`src/rtl/rf_wb_arbiter.sv`:
```
// Register-file write-port arbiter: pipeline WB vs buffered long-latency result.
// Optional buffer-starvation guard enabled by defining RF_WB_FAIRNESS_EN.
module rf_wb_arbiter #(
  parameter int XLEN     = 32,
  parameter int MAX_WAIT = 4
) (
  input  logic            clk,
  input  logic            reset,
  input  logic            pipe_valid,
  input  logic [4:0]      pipe_rd,
  input  logic [XLEN-1:0] pipe_data,
  output logic            pipe_hold,
  input  logic            lop_issue,
  input  logic [4:0]      lop_rd,
  input  logic            mdu_valid,
  input  logic [4:0]      mdu_rd,
  input  logic [XLEN-1:0] mdu_data,
  output logic            mdu_ready,
  input  logic [4:0]      chk_rs1,
  input  logic [4:0]      chk_rs2,
  input  logic [4:0]      chk_rd,
  output logic            issue_stall,
  output logic            rf_wen,
  output logic [4:0]      rf_waddr,
  output logic [XLEN-1:0] rf_wdata
);

  logic            hb_valid_q, hb_valid_d;
  logic [4:0]      hb_rd_q, hb_rd_d;
  logic [XLEN-1:0] hb_data_q, hb_data_d;
  logic [31:0]     sb_q, sb_d;
  logic            grant_pipe, grant_hb, force_hb;

`ifdef RF_WB_FAIRNESS_EN
  localparam int WW = $clog2(MAX_WAIT + 1);
  logic [WW-1:0] wait_q, wait_d;

  assign force_hb = hb_valid_q & (wait_q == WW'(MAX_WAIT));

  always_comb begin
    wait_d = '0;
    if (hb_valid_q & ~grant_hb) begin
      wait_d = (wait_q == WW'(MAX_WAIT)) ? wait_q : wait_q + 1'b1;
    end
  end

  always_ff @(posedge clk) begin
    if (reset) wait_q <= '0;
    else       wait_q <= wait_d;
  end
`else
  assign force_hb = 1'b0;
`endif

  // Granted buffer write lands this cycle, so its register reads as ready.
  function automatic logic busy(input logic [4:0] r);
    return sb_q[r] & ~(grant_hb & (hb_rd_q == r));
  endfunction

  always_comb begin
    grant_pipe  = ~reset & pipe_valid & ~force_hb;
    grant_hb    = ~reset & hb_valid_q & (~pipe_valid | force_hb);
    pipe_hold   = ~reset & pipe_valid & force_hb;
    mdu_ready   = ~reset & (~hb_valid_q | grant_hb);
    issue_stall = ~reset &
                  (busy(chk_rs1) | busy(chk_rs2) | busy(chk_rd));
    rf_wen   = 1'b0;
    rf_waddr = '0;
    rf_wdata = '0;
    unique case (1'b1)
      grant_pipe: begin
        rf_wen   = (pipe_rd != 5'd0);
        rf_waddr = pipe_rd;
        rf_wdata = pipe_data;
      end
      grant_hb: begin
        rf_wen   = (hb_rd_q != 5'd0);
        rf_waddr = hb_rd_q;
        rf_wdata = hb_data_q;
      end
      default: ;
    endcase
  end

  always_comb begin
    hb_valid_d = hb_valid_q & ~grant_hb;
    hb_rd_d    = hb_rd_q;
    hb_data_d  = hb_data_q;
    if (mdu_valid & mdu_ready) begin
      hb_valid_d = 1'b1;
      hb_rd_d    = mdu_rd;
      hb_data_d  = mdu_data;
    end
    sb_d = sb_q;
    if (grant_hb) sb_d[hb_rd_q] = 1'b0;
    if (lop_issue & (lop_rd != 5'd0)) sb_d[lop_rd] = 1'b1;
    sb_d[0] = 1'b0;
  end

  always_ff @(posedge clk) begin
    if (reset) begin
      hb_valid_q <= 1'b0;
      hb_rd_q    <= '0;
      hb_data_q  <= '0;
      sb_q       <= '0;
    end else begin
      hb_valid_q <= hb_valid_d;
      hb_rd_q    <= hb_rd_d;
      hb_data_q  <= hb_data_d;
      sb_q       <= sb_d;
    end
  end

endmodule

```
`config.mk`:
```
export PLATFORM = sky130hd
export DESIGN_NAME = rf_wb_arbiter
export DESIGN_NICKNAME = d
export VERILOG_FILES = /design/src/rtl/rf_wb_arbiter.sv
export SDC_FILE = /design/constraint.sdc
export NUM_CORES = 1
export LEC_CHECK = 0
export CORE_UTILIZATION = 45
export DETAILED_ROUTE_END_ITERATION = 10
export GPL_TIMING_DRIVEN = 0
export PLACE_DENSITY_LB_ADDON = 0.25
export SLEW_MARGIN = 30
export SYNTH_ARGS = -nofsm -noshare
export SYNTH_HDL_FRONTEND = slang
export SYNTH_SLANG_ARGS = --single-unit
```
`constraint.sdc`:
```
create_clock -name clk -period 1.8 [get_ports clk]
set_input_delay 0.27 -clock clk [delete_from_list [all_inputs] [get_ports clk]]
set_output_delay 0.27 -clock clk [all_outputs]
set_load 0.02 [all_outputs]
```
# Yosys cells after proc, flatten, opt, wreduce, memory -nomap -nowiden
# Cells that the tools add are included.
[classes]
n_lt_le_gt_ge = 7
n_eq_ne = 3
mux = 16
bitwise = 27
n_reduce_logical = 5
[ops]
columns = ["op", "count"]
rows = [
  ["two-way mux 32 bit", 2],
  ["one-hot mux 32 bit (2 select lines)", 1],
  ["AND 32 bit", 1],
  ["NOT 32 bit", 1],
  ["OR 32 bit", 1],
  ["< comparator 5 x 6 -> 1 bit (second input constant)", 5],
  ["binary-select mux 1 bit (select 5 bit)", 3],
  ["equality test 5 bit", 3],
  ["nonzero test 5 bit", 3],
  ["AND 1 bit", 14],
  ["demux 1 bit (select 5 bit)", 2],
  ["greater-or-equal comparator 5 x 1 -> 1 bit (second input constant)", 2],
  ["one-hot mux 5 bit (2 select lines)", 1],
  ["NOT 1 bit", 7],
  ["two-way mux 1 bit", 6],
  ["OR 1 bit", 3],
  ["logical AND 1 bit", 2],
  ["one-hot mux 1 bit (2 select lines)", 1],
]
[word_totals]
reg_bits = 70
in_bits = 99
word_cells = 63

# Longest topological paths before layout
# Gate-level depths: netlist (run 1).
[depth]
word_depth = 9
mapped_depth = 6
mapped_depth_nobuf = 5

# Worst setup path after synthesis (run 1)
# No wires, ideal clock.
[synth_timing]
kind = "input port to output port"
start = "input chk_rs2[0]"
end = "output issue_stall"
arrival_time_ps = 1485
t_required_ps = 1530
setup_slack_ps = 45
stages = 6
path_buffers = 1
cell_sequence = "buf_6 -> mux4_1 -> nor2_1 -> o311a_1 -> o32a_1 -> o211ai_2"
[synth_via]
elab_chain_len = 7
word_cells_on_any_way = 9
cone_classes = "eq/ne: 1; mux: 2; bitwise: 6"
[synth_rtl]
columns = ["element", "line_no", "source"]
rows = [
  ["from (decl)", "20", "input logic [4:0] chk_rs2,"],
  ["branches (longest 3 deep; another with binary-select mux 1 bit (select 5 bit))", "n/a", ""],
  ["AND 1 bit *", "57", "return sb_q[r] & ~(grant_hb & (hb_rd_q == r));"],
  ["OR 1 bit * (2 in a row)", "66", "(busy(chk_rs1) | busy(chk_rs2) | busy(chk_rd));"],
  ["AND 1 bit *", "65", "issue_stall = ~reset &"],
  ["to (decl)", "22", "output logic issue_stall,"],
]
# Mark *: on every way between the ends. The select of a mux whose other input is x is not followed.

# Worst setup path in the final report (run 1)
[layout_timing]
start = "register sb_q[15]"
end = "output issue_stall"
[layout_via]
elab_chain_len = 6
word_cells_on_any_way = 12
cone_classes = "mux: 6; bitwise: 6"
[layout_rtl]
columns = ["element", "line_no", "source"]
rows = [
  ["from (decl)", "31", "logic [31:0] sb_q, sb_d;"],
  ["from (signal assigned)", "105", "sb_q <= '0;"],
  ["from (signal assigned)", "110", "sb_q <= sb_d;"],
  ["binary-select mux 1 bit (select 5 bit)", "57", ""],
  ["two-way mux 1 bit (implied by the code)", "57", ""],
  ["AND 1 bit", "57", ""],
  ["OR 1 bit", "66", ""],
  ["OR 1 bit *", "66", ""],
  ["AND 1 bit *", "65", ""],
]
# Mark *: on every way between the ends. The rest lies on a longest branch, timed or not. The select of a mux whose other input is x is not followed.

==> impl_results.md, run 1 <==
* Post-Syn Area at 4140 µm²
* Register area share after synthesis at 0.334
* GRT Overall Usage at 0.291
* Final Max Tran Viols at 0
* Syn nets at 577
* Power Density at 666 nW/µm²
* Worst r2r src: hb_valid_q
* Max-slew headroom at 0.585
* CP Depth at 7
* Crit share post-route at 1.23
* Data required time of the worst path at 1.53 ns
* First-pass DRT Iterations at 8
* Hold path cells at 3
* Final core utilization at 0.704
* CTS buffer count at 9
* Die Y at 97.9 µm
* Clock Latency Late Sink at 0.36 ns
* Clk slew on worst S/H paths at 0.08 ns
* Initial Util at 0.470
* Antenna-violating nets left at 0
* Critical R2R Capture: hb_data_q[19]
* P&R area growth vs syn at 49.8%
* Multi-input logic area at 2600 µm²
* Max Fclk at 453 MHz
* Worst R2R Setup Slack at 0.01 ns
* Die W at 97.9 µm
* Status: finished, violations left
* Critical path capture point type: primary output
* Hold/Removal Path Class: input pin to register
* Min-Delay Endpoint: hb_valid_q
* Root Buffer: clkbuf_8
* Die area at 9590 µm²
* Post-synth EDFFs at 0
* Crit-path cells: buf_4, mux4_2, nand3_1, o311a_1, o32a_1, o211ai_2, buf_6
* Row count at 34
* Largest stage delay on the critical path at 0.47 ns
* Final HPWL DP at 9.79 mm
* Worst setup margin at -0.409 ns
* Post-DP Area at 5570 µm²
* CTS Sinks at 69
* Fill cell count at 663
* Setup Skew at 0.0105 ns
* Vias per inst at 5.89
* Nets@finish at 732
* Via count at 4394
* Largest delay share family, worst path: multiplexers
* Clock Tree Buf Depth at 2
* Total gr overflow at 0
* Sequential cell area at 1400 µm²
* Post-route total power at 4.13 mW
* CTS H-tree depth at 3
* Post-Synthesis Cells at 478
* DRC at 6
* RSZ-0062 raised after global routing: true
* Yosys cell types at 46
* Total routed wirelength at 14.6 mm
* Syn avg cell area at 8.66 µm²
* IO buf count at 129
* Yosys Warn Count at 0
* TritonCTS clock tree: yes
* FF+latch count, synth at 69
* CP Data Arrival Time at 1.94 ns
* Leakage power total at 2.48 nW
* GPL Wtd Cong at 0.881
* Crit path buffers/inverters at 2
* Share of cells above drive strength 1 at 0.223
* CP Class: register to primary output
* Reg2reg path depth at 6
* Maximum vdd drop at 0.366 mV
* I/O pin cnt at 140
* CP Max Fanout at 3
* Worst Setup Start Kind: register
* Final Hold Viols at 0
* Core area at 8810 µm²
* First-pass GRT wire length at 21.7 mm
* Vias in the first global route at 4267
* Hold Startpoint: pipe_valid
* Worst Tran Pin Value at 0.620 ns
* FFs w/ async S/R, synth at 0
* Synth Flop Type: dfxtp_1
* Max-cap violations at 0
* Slowest-stage cell, CP: mux4_2
* Initial DRC count at 385
* Initial antenna violation count at 0
* Largest net degree at the start of global routing at 13
* Routed len/inst at 19.5 µm
* Fin area at 6200 µm²
* Failing checks: DRC, setup timing
* Diode count at 0
* Final setup fails at 39
* Minimum clock period at 2.21 ns
## worst min-delay path, stage by stage
cell             delay, ns
clkdlybuf4s15_2       0.28
a21oi_1               0.09
nor2_1                0.07
## cell families after synthesis
group                     Yosys count  synth area share
other                               1          0.000906
AOI/OAI and AO/OA                 123             0.198
muxes                              31             0.145
and+or+nand+nor                   194             0.234
DFF                                69             0.334
xor gates and xnor gates           15            0.0317
buffers and inverters              45            0.0568
## flip-flops by register name, indices dropped and copies added, names as in the netlist
name / cells
hb_rd_q: 5
hb_valid_q: 1
sb_q: 31
hb_data_q: 32
## layer usage
metal / vias to the layer above / routed length (µm) / track usage
li1: 2039 / - / -
met2: 240 / 7170 / 0.483
met4: 0 / 392 / 0.120
met1: 2081 / 5680 / 0.361
met3: 34 / 1320 / 0.0723
met5: - / 0 / 0
## through the flow
stage	TNS [ns]	hold slack, ns	instances	setup WS [ns]
global placement	-58.56	0.460	715	-1.21
CTS	-1.60	0.368	744	-0.435
detailed placement	-62.59	0.465	715	-1.22
global route	-11.56	0.440	746	-0.474
floorplan	0	0.369	478	0.0451
finish	-8.15	0.387	746	-0.409
## report_power, final
part | switching [mW] | total, mW | internal (mW)
logic | 0.436 | 0.939 | 0.503
clock network | 0.617 | 1.54 | 0.920
registers | 0.0578 | 1.66 | 1.60
total | 1.11 | 4.13 | 3.02
## cell type report
type | count | share of cell area
timing repair buffer | 147 | 0.249
clock buffer | 10 | 0.0206
tap | 108 | 0.0218
multi-input combinational | 364 | 0.420
buffer | 40 | 0.0448
inverter | 2 | 0.00121
sequential | 69 | 0.225
clock inverter | 6 | 0.0180
## cells in the final DEF (no fill, tap or decap), types with 10 or more instances in the layout
| cell | instances |
|---|---|
| nand2_1 | 107 |
| clkdlybuf4s50_1 | 83 |
| dfxtp_1 | 60 |
| buf_6 | 46 |
| nand3b_1 | 39 |
| a22o_1 | 37 |
| o21ai_0 | 34 |
| a21oi_1 | 33 |
| buf_4 | 16 |
| mux4_2 | 16 |
| clkbuf_1 | 15 |
| nor2_1 | 11 |
| clkbuf_8 | 10 |
## cells in the mapped netlist (3+ instances only)
cell type    n  share of area
a21oi_1     33          0.040
a22o_1      37          0.078
and2_1       3         0.0045
buf_1        5         0.0045
buf_2        9          0.011
buf_6        5          0.014
clkbuf_1    21          0.019
dfxtp_1     69           0.33
mux2i_1      8          0.019
mux4_1       7          0.044
mux4_2      14          0.076
nand2_1    107          0.097
nand2b_1     8          0.012
nand3_1      4         0.0048
nand3b_1    39          0.071
nor2_1      11          0.010
nor2b_1      6         0.0091
nor3_1       5         0.0060
nor3b_1      3         0.0054
o21ai_0     37          0.045
xnor2_1      7          0.015
xor2_1       8          0.017
## repair_timing
| item | 4_1_cts | 5_1_grt |
|---|---|---|
| resized for setup | 259 | 52 |
| buffers inserted | 13 | 3 |
| pin swaps | 8 | 9 |
| setup endpoints to repair | 69 | 51 |
| cloned | 0 | 3 |
| hold buffers | 0 | 0 |
## worst max-delay path by stage
stage,start,endpoint
after global placement,pipe_valid,rf_waddr[3]
after CTS,sb_q[15],issue_stall
after floorplan,chk_rs2[0],issue_stall
final,sb_q[15],issue_stall
after global routing,hb_rd_q[0],issue_stall
after detailed placement,pipe_valid,rf_waddr[2]
Power figures use the tool's default switching activity.
==> inputs of run 2 (changes only) <==
--- a/config.mk
+++ b/config.mk
@@ -9,6 +9,7 @@
 export DETAILED_ROUTE_END_ITERATION = 10
 export GPL_TIMING_DRIVEN = 0
 export PLACE_DENSITY_LB_ADDON = 0.25
+export REMOVE_ABC_BUFFERS = 1
 export SLEW_MARGIN = 30
 export SYNTH_ARGS = -nofsm -noshare
 export SYNTH_HDL_FRONTEND = slang
==> constraint.sdc (replaced) <==
create_clock -name clk -period 2.6 [get_ports clk]
set_input_delay 0.39 -clock clk [delete_from_list [all_inputs] [get_ports clk]]
set_output_delay 0.39 -clock clk [all_outputs]
set_load 0.02 [all_outputs]
==> impl_results.md, run 2 (synthesized netlist as in run 1, its figures left out) <==
* Status: finished, violations left
* Failing checks: DRC
* Core area at 8810 µm² (unchanged)
* Worst setup margin at 0.111 ns (+0.520 ns)
* Worst r2r src: hb_valid_q
* Most common library cell in the layout ignoring fill and taps: clkdlybuf4s50_1
* Clock Latency Late Sink at 0.35 ns (about the same)
* Nets@finish at 688 (-6.0%)
* Initial Util at 0.470 (unchanged)
* Root Buffer: clkbuf_8
* Hold Startpoint: hb_data_q[16]
* Via count at 4192 (-4.6%)
* Total gr overflow at 0 (unchanged)
* GRT Overall Usage at 0.277 (-0.0143)
* Pre-CTS setup slack at -0.967 ns (+0.250 ns)
* TritonCTS clock tree: yes
* First-pass GRT wire length at 20.7 mm (-4.7%)
* Total routed wirelength at 13.1 mm (-9.9%)
* CTS buffer count at 9 (unchanged)
* Final setup fails at 0 (-100%)
* Hold path cells at 2 (-1)
* CP Class: register to primary output
* Maximum vdd drop at 0.281 mV (-23%)
* Largest regs: hb_data_q x32, sb_q x31, hb_rd_q x5
* Data required time of the worst path at 2.21 ns (+0.68 ns)
* CP Max Fanout at 9 (+6)
* RSZ-0062 raised after global routing: false
* Minimum clock period at 2.49 ns
* CTS Sinks at 69 (unchanged)
* CTS H-tree depth at 3 (unchanged)
* Die W at 97.9 µm (unchanged)
* Max-cap violations at 0 (unchanged)
* Routed len/inst at 18.7 µm (-4.3%)
* Reg with most FFs: hb_data_q
* Power Density at 433 nW/µm² (-35%)
* Final Max Tran Viols at 0 (unchanged)
* Final core utilization at 0.646 (-0.0584)
* Worst Tran Pin Value at 0.800 ns (+0.180 ns)
* Post-DP Area at 5490 µm² (-1.3%)
* Largest net degree at the start of global routing at 77 (+64)
* Vias in the first global route at 4087 (-4.2%)
* Row count at 34 (unchanged)
* Die Y at 97.9 µm (unchanged)
* Final Hold Viols at 0 (unchanged)
* First-pass DRT Iterations at 9 (+1)
* Max-slew headroom at 0.466 (-0.120)
* P&R area growth vs syn at 37.4%
* Critical Path Source: hb_valid_q
* Reg2reg path depth at 6 (unchanged)
* GPL Wtd Cong at 0.971 (+10%)
* Worst Setup Start Kind: register
* # hold bufs at CTS at 0 (unchanged)
* I/O pin cnt at 140 (unchanged)
* Vias per inst at 5.97 (+1.4%)
* Initial DRC count at 316 (-18%)
* Max Fclk at 402 MHz
* Final HPWL DP at 9.20 mm (-6.1%)
* Clock Tree Buf Depth at 2 (unchanged)
* Share of cells above drive strength 1 at 0.101 (-0.122)
* Antenna-violating nets left at 0 (unchanged)
* Fill cell count at 755 (+14%)
* Fin area at 5690 µm² (-8.3%)
* Crit share post-route at 0.957
* Leakage power total at 2.37 nW (-4.2%)
* IO buf count at 138 (+7.0%)
* Critical path capture point type: primary output
* Setup Skew at 0.00635 ns (-0.00417 ns)
* Hold/Removal Path Class: register to register
* Die area at 9590 µm² (unchanged)
* Diode count at 0 (unchanged)
* Clk slew on worst S/H paths at 0.07 ns (about the same)
* DRC at 8 (+2)
* Most frequent cells in the layout: clkdlybuf4s50_1, nand2_1, dfxtp_1
* Largest register FFs at 32 (unchanged)
* CP Data Arrival Time at 2.10 ns (+0.16 ns)
* Initial antenna violation count at 0 (unchanged)
## run 2: changes by cell type in the layout (fill, tap and decap cells not counted), sizes merged, moves of 3 or more
cell           previous run  this run
dlymetal6s2s              0        14
bufinv                    3         0
buf                      74        12
dlygate4sd2               5         1
clkdlybuf4s50            83       112
clkbuf                   33        13
## run 2: per-stage QoR
stage | instances | hold WS [ns] | TNS [ns] | total power [mW]
floorplan | 435 | 0.449 | -55.09 | 1.40
global placement | 681 | 0.462 | -370.11 | 1.71
detailed placement | 685 | 0.465 | -10.53 | 1.73
CTS | 702 | 0.477 | 0 | 2.48
global route | 702 | 0.501 | 0 | 2.58
finish | 702 | 0.474 | 0 | 2.46
## run 2: routing by layer
metal | routed length [µm] | global-route usage | vias up | share of wire
li1 | - | - | 1949 | -
met1 | 5160 | 0.340 | 2004 | 0.39
met2 | 6610 | 0.458 | 194 | 0.50
met3 | 929 | 0.0551 | 45 | 0.071
met4 | 411 | 0.147 | 0 | 0.031
met5 | 0 | 0 | - | 0
## run 2: final timing paths
check	end	slack (ns)
min reg2reg	hb_data_q[16]	0.47
max reg2reg	sb_q[3]	0.65
min	hb_data_q[16]	0.47
max	rf_wdata[30]	0.11
## run 2: layout make-up
type | count | area, µm² | share of cell area
inverter | 2 | 7.51 | 0.00132
timing repair buffer | 143 | 1440 | 0.252
multi-input combinational | 364 | 2560 | 0.450
clock buffer | 10 | 128 | 0.0224
clock inverter | 6 | 38.8 | 0.00682
sequential | 69 | 1390 | 0.243
tap | 108 | 135 | 0.0238
## run 2: repair_timing
item | CTS | global route
gates cloned | 0 | 0
gates resized for setup | 43 | 24
endpoints found under the setup margin | 38 | 15
buffers inserted | 1 | 0
pin swaps | 1 | 1
## run 2: worst max-delay path, stage by stage, from the launching register on
cell	delay, ns
dfxtp_1	0.38
nor3b_4	0.24
buf_4	0.19
buf_4	0.19
a22o_1	0.15
clkdlybuf4s50_1	0.61
## run 2: where the power goes
part           internal, mW  switching, mW  leakage [nW]
registers              1.11         0.0527         0.565
logic                 0.294          0.251          1.73
clock network         0.344          0.414        0.0824
